File: src/rtl/mem_port_arbiter_pkg.sv
`default_nettype none
// ============================================================================
// Module   : mem_port_arbiter_pkg
// Brief    : Shared types and helpers for the memory-port arbiter.
// Revision : 1.0  initial release
// ============================================================================
package mem_port_arbiter_pkg;

    localparam int c_MAX_ID_WIDTH = 16;
    localparam int c_WORD_WIDTH   = 32;

    typedef enum logic [1:0] {
        ST_IDLE  = 2'd0,
        ST_ISSUE = 2'd1,
        ST_WAIT  = 2'd2
    } arb_state_t;

    // Distance of an issue id from the head, modulo 2^width; smaller is older.
    function automatic logic [c_MAX_ID_WIDTH-1:0] age_dist(
        input logic [c_MAX_ID_WIDTH-1:0] id,
        input logic [c_MAX_ID_WIDTH-1:0] head,
        input int unsigned               width
    );
        logic [c_MAX_ID_WIDTH-1:0] mask;
        mask = {c_MAX_ID_WIDTH{1'b1}} >> (c_MAX_ID_WIDTH - width);
        return (id - head) & mask;
    endfunction

endpackage
`default_nettype wire

File: src/rtl/mem_port_arbiter_age_select.sv
`default_nettype none
// ============================================================================
// Module   : age_select
// Brief    : Combinational picker of the oldest valid requester (ties -> lowest index).
// Revision : 1.0  initial release
// ============================================================================
module age_select
    import mem_port_arbiter_pkg::*;
#(
    parameter int NUM_REQ  = 4,
    parameter int ID_WIDTH = 4
) (
    input  logic [NUM_REQ-1:0]          i_valid,
    input  logic [NUM_REQ*ID_WIDTH-1:0] i_ids,
    input  logic [ID_WIDTH-1:0]         i_head,
    output logic [NUM_REQ-1:0]          o_sel_onehot,
    output logic [$clog2(NUM_REQ)-1:0]  o_sel_idx,
    output logic                        o_sel_any
);

    localparam int c_IDX_WIDTH = $clog2(NUM_REQ);

    logic [ID_WIDTH-1:0]    w_age [NUM_REQ];
    logic                   w_found;
    logic [ID_WIDTH-1:0]    w_best_age;
    logic [c_IDX_WIDTH-1:0] w_best_idx;

    generate
        for (genvar gi = 0; gi < NUM_REQ; gi++) begin : g_age
            assign w_age[gi] = ID_WIDTH'(age_dist(
                c_MAX_ID_WIDTH'(i_ids[gi*ID_WIDTH +: ID_WIDTH]),
                c_MAX_ID_WIDTH'(i_head),
                ID_WIDTH));
        end
    endgenerate

    // Strict less-than keeps the first (lowest-index) requester on equal age.
    always_comb begin
        w_found    = 1'b0;
        w_best_age = '0;
        w_best_idx = '0;
        for (int i = 0; i < NUM_REQ; i++) begin
            if (i_valid[i] && (!w_found || (w_age[i] < w_best_age))) begin
                w_found    = 1'b1;
                w_best_age = w_age[i];
                w_best_idx = c_IDX_WIDTH'(i);
            end
        end
    end

    assign o_sel_any    = w_found;
    assign o_sel_idx    = w_best_idx;
    assign o_sel_onehot = w_found ? (NUM_REQ'(1) << w_best_idx) : '0;

endmodule
`default_nettype wire

File: src/rtl/mem_port_arbiter.sv
`default_nettype none
// ============================================================================
// Module   : mem_port_arbiter
// Brief    : Age-ordered single-outstanding arbiter from N SIC requesters to one memory port.
// Revision : 1.0  initial release
// ============================================================================
module mem_port_arbiter
    import mem_port_arbiter_pkg::*;
#(
    parameter int NUM_REQ  = 4,
    parameter int ID_WIDTH = 4
) (
    input  logic                              clk,
    input  logic                              rst_n,
    input  logic [NUM_REQ-1:0]                req_valid,
    input  logic [NUM_REQ*ID_WIDTH-1:0]       req_id,
    input  logic [NUM_REQ-1:0]                req_write,
    input  logic [NUM_REQ*c_WORD_WIDTH-1:0]   req_addr,
    input  logic [NUM_REQ*c_WORD_WIDTH-1:0]   req_wdata,
    input  logic [ID_WIDTH-1:0]               head_id,
    output logic [NUM_REQ-1:0]                grant,
    output logic [c_WORD_WIDTH-1:0]           rdata,
    output logic                              m_valid,
    output logic                              m_write,
    output logic [c_WORD_WIDTH-1:0]           m_addr,
    output logic [c_WORD_WIDTH-1:0]           m_wdata,
    input  logic                              m_ready,
    input  logic                              m_rvalid,
    input  logic [c_WORD_WIDTH-1:0]           m_rdata
);

    localparam int c_IDX_WIDTH = $clog2(NUM_REQ);

    arb_state_t                r_state;
    arb_state_t                w_state_nxt;
    logic [c_IDX_WIDTH-1:0]    r_owner;
    logic [ID_WIDTH-1:0]       r_owner_id;
    logic                      r_write;
    logic [c_WORD_WIDTH-1:0]   r_addr;
    logic [c_WORD_WIDTH-1:0]   r_wdata;

    logic [ID_WIDTH-1:0]       w_req_id    [NUM_REQ];
    logic [c_WORD_WIDTH-1:0]   w_req_addr  [NUM_REQ];
    logic [c_WORD_WIDTH-1:0]   w_req_wdata [NUM_REQ];

    logic [NUM_REQ-1:0]        w_sel_onehot;
    logic [c_IDX_WIDTH-1:0]    w_sel_idx;
    logic                      w_sel_any;
    logic                      w_sel_write;
    logic [ID_WIDTH-1:0]       w_sel_id;
    logic [c_WORD_WIDTH-1:0]   w_sel_addr;
    logic [c_WORD_WIDTH-1:0]   w_sel_wdata;
    logic                      w_owner_live;

    generate
        for (genvar gi = 0; gi < NUM_REQ; gi++) begin : g_unpack
            assign w_req_id[gi]    = req_id[gi*ID_WIDTH +: ID_WIDTH];
            assign w_req_addr[gi]  = req_addr[gi*c_WORD_WIDTH +: c_WORD_WIDTH];
            assign w_req_wdata[gi] = req_wdata[gi*c_WORD_WIDTH +: c_WORD_WIDTH];
        end
    endgenerate

    age_select #(
        .NUM_REQ  (NUM_REQ),
        .ID_WIDTH (ID_WIDTH)
    ) u_age_select (
        .i_valid      (req_valid),
        .i_ids        (req_id),
        .i_head       (head_id),
        .o_sel_onehot (w_sel_onehot),
        .o_sel_idx    (w_sel_idx),
        .o_sel_any    (w_sel_any)
    );

    // One-hot AND-OR mux of the winning requester's command fields.
    always_comb begin
        w_sel_write = 1'b0;
        w_sel_id    = '0;
        w_sel_addr  = '0;
        w_sel_wdata = '0;
        for (int i = 0; i < NUM_REQ; i++) begin
            if (w_sel_onehot[i]) begin
                w_sel_write = w_sel_write | req_write[i];
                w_sel_id    = w_sel_id    | w_req_id[i];
                w_sel_addr  = w_sel_addr  | w_req_addr[i];
                w_sel_wdata = w_sel_wdata | w_req_wdata[i];
            end
        end
    end

    always_ff @(posedge clk or negedge rst_n) begin
        if (!rst_n) begin
            r_state <= ST_IDLE;
        end else begin
            r_state <= w_state_nxt;
        end
    end

    always_comb begin
        w_state_nxt = r_state;
        case (r_state)
            ST_IDLE:  if (w_sel_any) w_state_nxt = ST_ISSUE;
            ST_ISSUE: if (m_ready)   w_state_nxt = ST_WAIT;
            ST_WAIT:  if (m_rvalid)  w_state_nxt = ST_IDLE;
            default:                 w_state_nxt = ST_IDLE;
        endcase
    end

    // Command fields are captured once in IDLE and stay frozen until the next arbitration.
    always_ff @(posedge clk or negedge rst_n) begin
        if (!rst_n) begin
            r_owner    <= '0;
            r_owner_id <= '0;
            r_write    <= 1'b0;
            r_addr     <= '0;
            r_wdata    <= '0;
        end else if ((r_state == ST_IDLE) && w_sel_any) begin
            r_owner    <= w_sel_idx;
            r_owner_id <= w_sel_id;
            r_write    <= w_sel_write;
            r_addr     <= w_sel_addr;
            r_wdata    <= w_sel_wdata;
        end
    end

    // A flushed owner (request dropped or reused id) still drains but gets no grant.
    assign w_owner_live = req_valid[r_owner] && (w_req_id[r_owner] == r_owner_id);

    always_comb begin
        grant   = '0;
        rdata   = '0;
        m_valid = 1'b0;
        m_write = 1'b0;
        m_addr  = '0;
        m_wdata = '0;
        case (r_state)
            ST_ISSUE: begin
                m_valid = 1'b1;
                m_write = r_write;
                m_addr  = r_addr;
                m_wdata = r_wdata;
            end
            ST_WAIT: begin
                if (m_rvalid) begin
                    rdata          = m_rdata;
                    grant[r_owner] = w_owner_live;
                end
            end
            default: ;
        endcase
    end

endmodule
`default_nettype wire

File: config.mk
export PLATFORM = sky130hd
export DESIGN_NAME = mem_port_arbiter
export DESIGN_NICKNAME = d
export VERILOG_FILES = /design/src/rtl/mem_port_arbiter_pkg.sv /design/src/rtl/mem_port_arbiter_age_select.sv /design/src/rtl/mem_port_arbiter.sv
export SDC_FILE = /design/constraint.sdc
export NUM_CORES = 1
export LEC_CHECK = 0
export BUFFER_PORTS_ARGS = -buffer_cell sky130_fd_sc_hd__buf_2
export CORE_AREA = 2 2 164 166
export CTS_BUF_LIST = sky130_fd_sc_hd__clkbuf_16
export CTS_CLUSTER_DIAMETER = 50
export CTS_CLUSTER_SIZE = 10
export DETAILED_ROUTE_END_ITERATION = 10
export DIE_AREA = 0 0 166 168
export HOLD_SLACK_MARGIN = 0.08
export PLACE_DENSITY = 0.58
export SLEW_MARGIN = 5
export SYNTH_ARGS = -nofsm -noshare
export SYNTH_HDL_FRONTEND = slang
export SYNTH_SLANG_ARGS = --single-unit
File: constraint.sdc
create_clock -name clk -period 2.26 [get_ports clk]
set_input_delay 0.339 -clock clk [delete_from_list [all_inputs] [get_ports clk]]
set_output_delay 0.339 -clock clk [all_outputs]
set_load 0.03 [all_outputs]
==> Word-level counts from Yosys, hierarchy flattened <==
Cells that the tools add are included.
{ "totals": {"reg_bits": 73, "elab_cells": 97, "output_inout_bits": 102, "input_bits": 320} }
{ "classes": {"magnitude_cmp": 6, "eq_ne": 6, "addsub": 4, "n_reduce_logical": 14, "bitwise": 14, "shifts": 1, "mux": 46} }
{ "op_table": {"columns": ["cell", "n"], "rows": [
  ["32-bit two-way mux", 12],
  ["32-bit OR", 6],
  ["4-bit two-way mux", 12],
  ["4-bit subtractor", 4],
  ["1-bit two-way mux", 13],
  ["4-bit < comparator", 3],
  ["4-bit OR", 3],
  ["2-bit two-way mux", 5],
  ["4-bit binary-select mux with 2-bit select", 1],
  ["1-bit logical AND", 6],
  ["2-bit case mux with 3 select lines", 1],
  ["4-bit bitwise AND", 1],
  ["4-bit == test", 1],
  ["2-bit inequality test (second input constant)", 2],
  ["1-bit by 2-bit left shift with 4-bit output (first input constant)", 1],
  ["3-bit >= comparator (second input constant)", 1],
  ["1-bit logical NOT", 3],
  ["1-bit logical OR", 3],
  ["2-bit by 3-bit < comparator with 1-bit output (second input constant)", 1],
  ["2-bit NOT with 3-bit output", 1],
  ["1-bit OR", 3],
  ["3-bit AND reduction", 1],
  ["1-bit binary-select mux with 2-bit select", 1],
  ["1-bit demux with 2-bit select", 1],
  ["5 further kinds", 5]
]} }

==> Longest topological paths before layout <==
{ "depth": {"word_depth": 23, "ltp_mapped": 30, "mapped_depth_nobuf": 27} }

==> Hierarchy <==
A second synthesis with hierarchy kept.
{ "unflattened": {"cells_unflattened": 668, "area_unflattened_um2": 5672.9} }
{ "modules_own_cells": {"columns": ["mod", "seq_area_each_um2", "n_inst", "area_each_um2", "cells_each"], "rows": [
  ["mem_port_arbiter", 1826.8, 1, 4710.8, 540],
  ["age_select", 0.0, 1, 962.2, 128]
]} }

==> Least setup slack after synthesis <==
No wires, ideal clock.
{ "synth_path": {"path_kind": "input to register", "from": "input port head_id[1]", "to": "register r_owner_id[0]", "arrival_time_ps": 5431, "setup_ps": 126, "t_required_ps": 2134, "stages": 29, "path_slack_ps": -3297, "path_buffers": 3, "path_cell_list": "inv_1 ha_1 a21o_1 a21oi_1 xnor2_1 nand2_1 ha_1 a21o_1 a21oi_1 o21ai_1 buf_2 buf_2 nor2_1 a31oi_1 ha_1 nor4bb_1 and2_1 a21o_1 nand2_1 o21a_1 ha_1 nor2b_1 o21a_1 o21ai_0 a31oi_1 o211ai_2 buf_4 nor2_1 a311o_1"} }
{ "synth_between": {"elab_chain_cells": 23, "word_cells_on_any_way": 34, "classes_between": "add/sub: 4; order compare: 3; shift: 1; mux: 14; bitwise: 3; reduce/logical: 9"} }
{ "synth_lines": {"columns": ["element", "line", "rtl"], "rows": [
  ["start, declared", "mem_port_arbiter.sv:20", "input logic [ID_WIDTH-1:0] head_id,"],
  ["4-bit subtractor", "mem_port_arbiter_pkg.sv:26", "return (id - head) & mask;"],
  ["4-bit two-way mux", "mem_port_arbiter_age_select.sv:43", "if (i_valid[i] && (!w_found || (w_age[i] < w_best_age))) begin"],
  ["4-bit < comparator", "mem_port_arbiter_age_select.sv:43", null],
  ["1-bit logical OR", "mem_port_arbiter_age_select.sv:43", null],
  ["1-bit logical AND", "mem_port_arbiter_age_select.sv:43", null],
  ["4-bit two-way mux / 1-bit two-way mux (equally long branches)", "mem_port_arbiter_age_select.sv:43", null],
  ["4-bit < comparator / 1-bit logical NOT (equally long branches)", "mem_port_arbiter_age_select.sv:43", null],
  ["1-bit logical OR", "mem_port_arbiter_age_select.sv:43", null],
  ["(+7 left out)", null, null],
  ["4-bit two-way mux", "mem_port_arbiter_age_select.sv:53", "assign o_sel_onehot = w_found ? (NUM_REQ'(1) << w_best_idx) : '0;"],
  ["4-bit two-way mux", "mem_port_arbiter.sv:82", "if (w_sel_onehot[i]) begin"],
  ["4-bit OR", "mem_port_arbiter.sv:84", "w_sel_id = w_sel_id | w_req_id[i];"],
  ["4-bit two-way mux", "mem_port_arbiter.sv:82", null],
  ["4-bit OR", "mem_port_arbiter.sv:84", null],
  ["4-bit two-way mux", "mem_port_arbiter.sv:82", null],
  ["4-bit OR", "mem_port_arbiter.sv:84", null],
  ["4-bit two-way mux", "mem_port_arbiter.sv:82", null],
  ["end signal, assigned", "mem_port_arbiter.sv:119", "r_owner_id <= w_sel_id;"],
  ["end, declared", "mem_port_arbiter.sv:37", "logic [ID_WIDTH-1:0] r_owner_id;"]
]} }
Several ways; a longest one is shown, not always the timed one.
A chain may end at the register's enable or synchronous reset.

==> Worst setup path in the final report <==
{ "layout_path": {"from": "input port head_id[1]", "to": "register r_wdata[19]"} }
{ "layout_between": {"elab_chain_cells": 23, "word_cells_on_any_way": 34, "classes_between": "add/sub: 4; order compare: 3; shift: 1; mux: 14; bitwise: 3; reduce/logical: 9"} }
{ "layout_lines": {"columns": ["element", "line", "rtl"], "rows": [
  ["4-bit subtractor", "mem_port_arbiter_pkg.sv:26", null],
  ["4-bit two-way mux", "mem_port_arbiter_age_select.sv:43", null],
  ["4-bit < comparator", "mem_port_arbiter_age_select.sv:43", null],
  ["1-bit logical OR", "mem_port_arbiter_age_select.sv:43", null],
  ["1-bit logical AND", "mem_port_arbiter_age_select.sv:43", null],
  ["4-bit two-way mux / 1-bit two-way mux (equally long branches)", "mem_port_arbiter_age_select.sv:43", null],
  ["4-bit < comparator / 1-bit logical NOT (equally long branches)", "mem_port_arbiter_age_select.sv:43", null],
  ["1-bit logical OR", "mem_port_arbiter_age_select.sv:43", null],
  ["(+7 left out)", null, null],
  ["4-bit two-way mux", "mem_port_arbiter_age_select.sv:53", null],
  ["32-bit two-way mux", "mem_port_arbiter.sv:82", null],
  ["32-bit OR", "mem_port_arbiter.sv:86", "w_sel_wdata = w_sel_wdata | w_req_wdata[i];"],
  ["32-bit two-way mux", "mem_port_arbiter.sv:82", null],
  ["32-bit OR", "mem_port_arbiter.sv:86", null],
  ["32-bit two-way mux", "mem_port_arbiter.sv:82", null],
  ["32-bit OR", "mem_port_arbiter.sv:86", null],
  ["32-bit two-way mux", "mem_port_arbiter.sv:82", null],
  ["end signal, assigned", "mem_port_arbiter.sv:122", "r_wdata <= w_sel_wdata;"],
  ["end, declared", "mem_port_arbiter.sv:40", "logic [c_WORD_WIDTH-1:0] r_wdata;"]
]} }
Several ways; a longest one is shown, not always the timed one.

==> metrics.txt <==
# TYPE chip_impl_metric gauge
chip_impl_info{name="outcome",value="complete, but fails checks"} 1
chip_impl_info{name="violated_checks",value="negative setup slack"} 1
chip_impl_metric{name="die-area",unit="sq um"} 27900
chip_impl_metric{name="slew_margin_rel",unit="%"} 60.3
chip_impl_info{name="critical_path.reg2reg.endpoint",value="r_wdata[6]$_DFFE_PN0P_"} 1
chip_impl_metric{name="finalWeightedCongestion",unit=""} 0.831
chip_impl_metric{name="core_area",unit="sq um"} 26400
chip_impl_metric{name="max_freq",unit="MHz"} 206
chip_impl_metric{name="ff2ff_setup_slack",unit="ns"} 0.47
chip_impl_metric{name="synth_enable_flop_cells",unit=""} 0
chip_impl_metric{name="synthesis.area_per_instance",unit="sq um"} 8.95
chip_impl_metric{name="power_density",unit="nW/um^2"} 1280
chip_impl_metric{name="ys_ff_latch",unit=""} 73
chip_impl_metric{name="worst_ep_required_time",unit="ns"} 2.46
chip_impl_metric{name="timing.reg2reg.worst_path_depth",unit=""} 7
chip_impl_metric{name="first_global_vias",unit=""} 7949
chip_impl_metric{name="fin_skew",unit="ns"} 0.0152
chip_impl_metric{name="antenna_left",unit=""} 0
chip_impl_metric{name="report.final.hold_viol_count",unit=""} 0
chip_impl_metric{name="grt-ovfl-total",unit=""} 0
chip_impl_info{name="critical_path.startpoint",value="head_id[1]"} 1
chip_impl_metric{name="timing.final.setup_violations",unit=""} 75
chip_impl_info{name="ctsRootBufferMaster",value="sky130_fd_sc_hd__clkbuf_16"} 1
chip_impl_metric{name="rows",unit=""} 60
chip_impl_metric{name="grt_use_total",unit="%"} 19.2
chip_impl_metric{name="path_max_fanout",unit=""} 7
chip_impl_metric{name="cts-htree-levels",unit=""} 3
chip_impl_metric{name="synthDistinctLibCells",unit=""} 45
chip_impl_metric{name="power.clock.fraction",unit="%"} 12.1
chip_impl_info{name="final_cell_mix",value="sky130_fd_sc_hd__buf_2 (415), sky130_fd_sc_hd__o211ai_1 (136), sky130_fd_sc_hd__and2_1 (97), sky130_fd_sc_hd__buf_4 (86), sky130_fd_sc_hd__o21ai_0 (73)"} 1
chip_impl_metric{name="placedInstanceArea",unit="sq um"} 9780
chip_impl_metric{name="drive_gt1_share",unit="%"} 55.2
chip_impl_metric{name="dp_hpwl",unit="mm"} 19.9
chip_impl_metric{name="detailedRoute.firstIterationViolations",unit=""} 451
chip_impl_metric{name="intPower",unit="uW"} 7310
chip_impl_info{name="setup.worst_path.end_class",value="flop"} 1
chip_impl_metric{name="postSynth.asyncResetShare",unit="%"} 100
chip_impl_metric{name="n_fill_cell",unit=""} 2615
chip_impl_metric{name="final_period_minus_worst_setup_slack",unit="ns"} 4.85
chip_impl_metric{name="die-height",unit="um"} 168
chip_impl_metric{name="grt_start_max_net_pins",unit=""} 75
chip_impl_metric{name="clock_sinks",unit=""} 73
chip_impl_metric{name="grt_first_pass_wirelength",unit="mm"} 43.0
chip_impl_metric{name="floorplan.initialDensity",unit="%"} 25.3
chip_impl_metric{name="yosys-mux-area-fraction",unit="%"} 13.3
chip_impl_metric{name="timing.setup.tns",unit="ns"} -180.47
chip_impl_info{name="r2r_start",value="r_state[1]$_DFFE_PN0P_"} 1
chip_impl_metric{name="timing.max_cap.violations",unit=""} 0
chip_impl_metric{name="cpPeakStageDelay",unit="ns"} 0.34
chip_impl_metric{name="synth.yosys.seq_area_share",unit="%"} 27.4
chip_impl_metric{name="area.growth.synth_to_final",unit="%"} 64.1
chip_impl_metric{name="leakage",unit="uW"} 0.00501
chip_impl_metric{name="timing_max_transition_violations_final",unit=""} 0
chip_impl_metric{name="io_pins",unit=""} 422
chip_impl_metric{name="routed_wl",unit="mm"} 29.3
chip_impl_metric{name="cts_buffer_depth",unit=""} 2
chip_impl_metric{name="pre_cts_slack",unit="ns"} -3.14
chip_impl_metric{name="final_critical_path_setup_slack",unit="ns"} -2.59
chip_impl_metric{name="synth_area",unit="sq um"} 6660
chip_impl_metric{name="wl_per_cell",unit="um"} 18.7
chip_impl_metric{name="drc",unit=""} 0
chip_impl_metric{name="worst_supply_voltage_drop_on_vdd",unit="V"} 0.000636
chip_impl_metric{name="synth-simple-area-share",unit="%"} 13.8
chip_impl_info{name="worst_setup_path_start_kind",value="primary input"} 1
chip_impl_info{name="synth_top_family_by_area",value="compound AO/OA/AOI/OAI gates"} 1
chip_impl_metric{name="postLayoutCellArea",unit="sq um"} 10900
chip_impl_metric{name="cts_buffer_count",unit=""} 9
chip_impl_metric{name="via_count",unit=""} 8018
chip_impl_metric{name="antenna_cell_count",unit=""} 0
chip_impl_info{name="crit_slowest_cell",value="sky130_fd_sc_hd__nor4bb_4"} 1
chip_impl_metric{name="synth_compound_gate_area_share",unit="%"} 33.0
chip_impl_metric{name="finish.utilization",unit="%"} 41.5
chip_impl_metric{name="power.share.switching",unit="%"} 47.9
chip_impl_metric{name="netSwitchingPower",unit="uW"} 6720
chip_impl_info{name="critPathCapture",value="r_wdata[19]$_DFFE_PN0P_"} 1
chip_impl_metric{name="tightestPinTransition",unit="ns"} 0.592
chip_impl_metric{name="share_comb_of_total_power",unit="%"} 68.4
chip_impl_metric{name="layout_worst_path_cycle_share",unit="%"} 214
chip_impl_metric{name="clk-insertion-delay-late",unit="ns"} 0.34
chip_impl_metric{name="num-nets-final",unit=""} 1570
chip_impl_metric{name="die_width",unit="um"} 166
chip_impl_metric{name="seq_power_share",unit="%"} 19.5
chip_impl_metric{name="synthCells",unit=""} 744
chip_impl_info{name="critical-path-top-cell-by-count",value="sky130_fd_sc_hd__ha_4"} 1
chip_impl_metric{name="synth.net_count",unit=""} 1089
chip_impl_info{name="rsz0062_at_grt",value="yes"} 1
chip_impl_metric{name="synth-adder-area-share",unit="%"} 5.15
chip_impl_info{name="holdCritPathClass",value="in -> reg"} 1
chip_impl_metric{name="clkSlewWorstSetupHoldPaths",unit="ns"} 0.07
chip_impl_info{name="cts_tree",value="yes"} 1
chip_impl_info{name="worst-setup-path-type",value="in -> reg"} 1
chip_impl_metric{name="synth_warnings",unit=""} 0
chip_impl_metric{name="critical_path_arrival",unit="ns"} 5.05
chip_impl_metric{name="firstDrtPassIters",unit=""} 7
chip_impl_info{name="layout.cells.most_common",value="sky130_fd_sc_hd__buf_2"} 1
chip_impl_info{name="synthFlopType",value="sky130_fd_sc_hd__dfrtp_1"} 1
chip_impl_metric{name="grt_antenna_before_repair",unit=""} 2
chip_impl_metric{name="post_drt_via_cell_ratio",unit=""} 5.10
chip_impl_metric{name="synthXorXnorAreaFrac",unit="%"} 2.11
chip_impl_metric{name="numPortBuffers",unit=""} 421
through the flow:
stage	hold slack (ns)	instances	power, uW
final	0.240	1571	14000
after global routing	0.237	1571	15000
after CTS	0.221	1559	13500
after detailed placement	0.293	1519	11000
after global placement	0.297	1519	10800
after floorplan	0.0434	744	8190
critical path, delay by kind of cell:
family	cells	cell delay, ns
and+or+nand+nor	6	0.97
buffers and inverters	5	0.64
xor gates and xnor gates	1	0.14
adders and majority gates	4	0.91
AOI/OAI and AO/OA	13	2.04
synth_stat cells (2+ instances only):
| cell | instances | area share, % |
|---|---|---|
| sky130_fd_sc_hd__a21o_1 | 7 | 0.79 |
| sky130_fd_sc_hd__a21oi_1 | 7 | 0.53 |
| sky130_fd_sc_hd__a22oi_1 | 68 | 7.7 |
| sky130_fd_sc_hd__a31oi_1 | 4 | 0.38 |
| sky130_fd_sc_hd__and2_1 | 98 | 9.2 |
| sky130_fd_sc_hd__and3_1 | 2 | 0.19 |
| sky130_fd_sc_hd__buf_2 | 10 | 0.75 |
| sky130_fd_sc_hd__buf_4 | 3 | 0.34 |
| sky130_fd_sc_hd__buf_6 | 2 | 0.34 |
| sky130_fd_sc_hd__clkbuf_1 | 50 | 2.8 |
| sky130_fd_sc_hd__dfrtp_1 | 73 | 27 |
| sky130_fd_sc_hd__fa_1 | 4 | 1.2 |
| sky130_fd_sc_hd__ha_1 | 21 | 3.9 |
| sky130_fd_sc_hd__inv_1 | 16 | 0.90 |
| sky130_fd_sc_hd__mux2_2 | 68 | 12 |
| sky130_fd_sc_hd__mux4_2 | 5 | 1.7 |
| sky130_fd_sc_hd__nand2_1 | 19 | 1.1 |
| sky130_fd_sc_hd__nand2b_1 | 5 | 0.47 |
| sky130_fd_sc_hd__nand3_1 | 5 | 0.38 |
| sky130_fd_sc_hd__nor2_1 | 12 | 0.68 |
| sky130_fd_sc_hd__nor2b_1 | 4 | 0.38 |
| sky130_fd_sc_hd__nor3b_1 | 5 | 0.56 |
| sky130_fd_sc_hd__o211ai_1 | 136 | 15 |
| sky130_fd_sc_hd__o21a_1 | 4 | 0.45 |
| sky130_fd_sc_hd__o21ai_0 | 78 | 5.9 |
| sky130_fd_sc_hd__o21ai_1 | 5 | 0.38 |
| sky130_fd_sc_hd__xnor2_1 | 11 | 1.4 |
| sky130_fd_sc_hd__xor2_1 | 5 | 0.66 |
power by group through the flow:
stage	clock (uW)	sequential (uW)	combinational (uW)
after floorplan	0	2480	5700
after global placement	0	2700	8150
after detailed placement	0	2700	8260
after CTS	1750	2710	9080
after global routing	1810	2850	10400
final	1700	2730	9600
state kept, by name, summed over array words and instances (netlist names):
| name | flops |
|---|---|
| r_owner | 2 |
| r_state | 2 |
| r_wdata | 32 |
| r_owner_id | 4 |
| r_addr | 32 |
| r_write | 1 |
per-layer routing:
metal  up-vias  share of wire, %  GRT usage (%)
met2       359                49           33.7
met5         -             0.092              0
met4         4               1.6           4.73
li1       3799                 -              -
met1      3823                42           24.2
met3        33               7.1           3.67
final cells by class:
cell class	count	area (sq um)	share of cell area, %
Inverter	16	63.8	0.584
Sequential cell	73	1830	16.7
Timing Repair Buffer	535	3380	30.9
Tap cell	341	427	3.91
Clock buffer	9	225	2.06
Multi-Input combinational cell	590	4880	44.7
Clock inverter	7	120	1.10
kinds of logic after synthesis:
family,count (synthesis)
AO/OA/AOI/OAI,318
XOR/XNOR,16
adder cells (fa/ha/maj),25
buffers and inverters,81
flip-flops,73
multiplexers,74
AND/OR/NAND/NOR,157
how the worst min path moves through the flow:
stage	slack, ns	from	to	cells past startpoint
2_1_floorplan	0.04	rst_n	r_addr[0]$_DFFE_PN0P_	0
3_5_place_dp	0.29	rst_n	r_addr[13]$_DFFE_PN0P_	1
5_1_grt	0.24	m_rvalid	r_state[1]$_DFFE_PN0P_	2
3_3_place_gp	0.30	rst_n	r_addr[13]$_DFFE_PN0P_	1
4_1_cts	0.22	m_rvalid	r_state[1]$_DFFE_PN0P_	2
6_report	0.24	req_wdata[93]	r_wdata[29]$_DFFE_PN0P_	3
timing repair:
item	4_1_cts	5_1_grt
pin swaps	29	25
endpoints found under the hold margin	25	0
cloned	5	9
gates resized for setup	48	23
buffers inserted	19	5
hold buffers	1	0
setup endpoints to repair	75	75
Power figures use the tool's default switching activity.
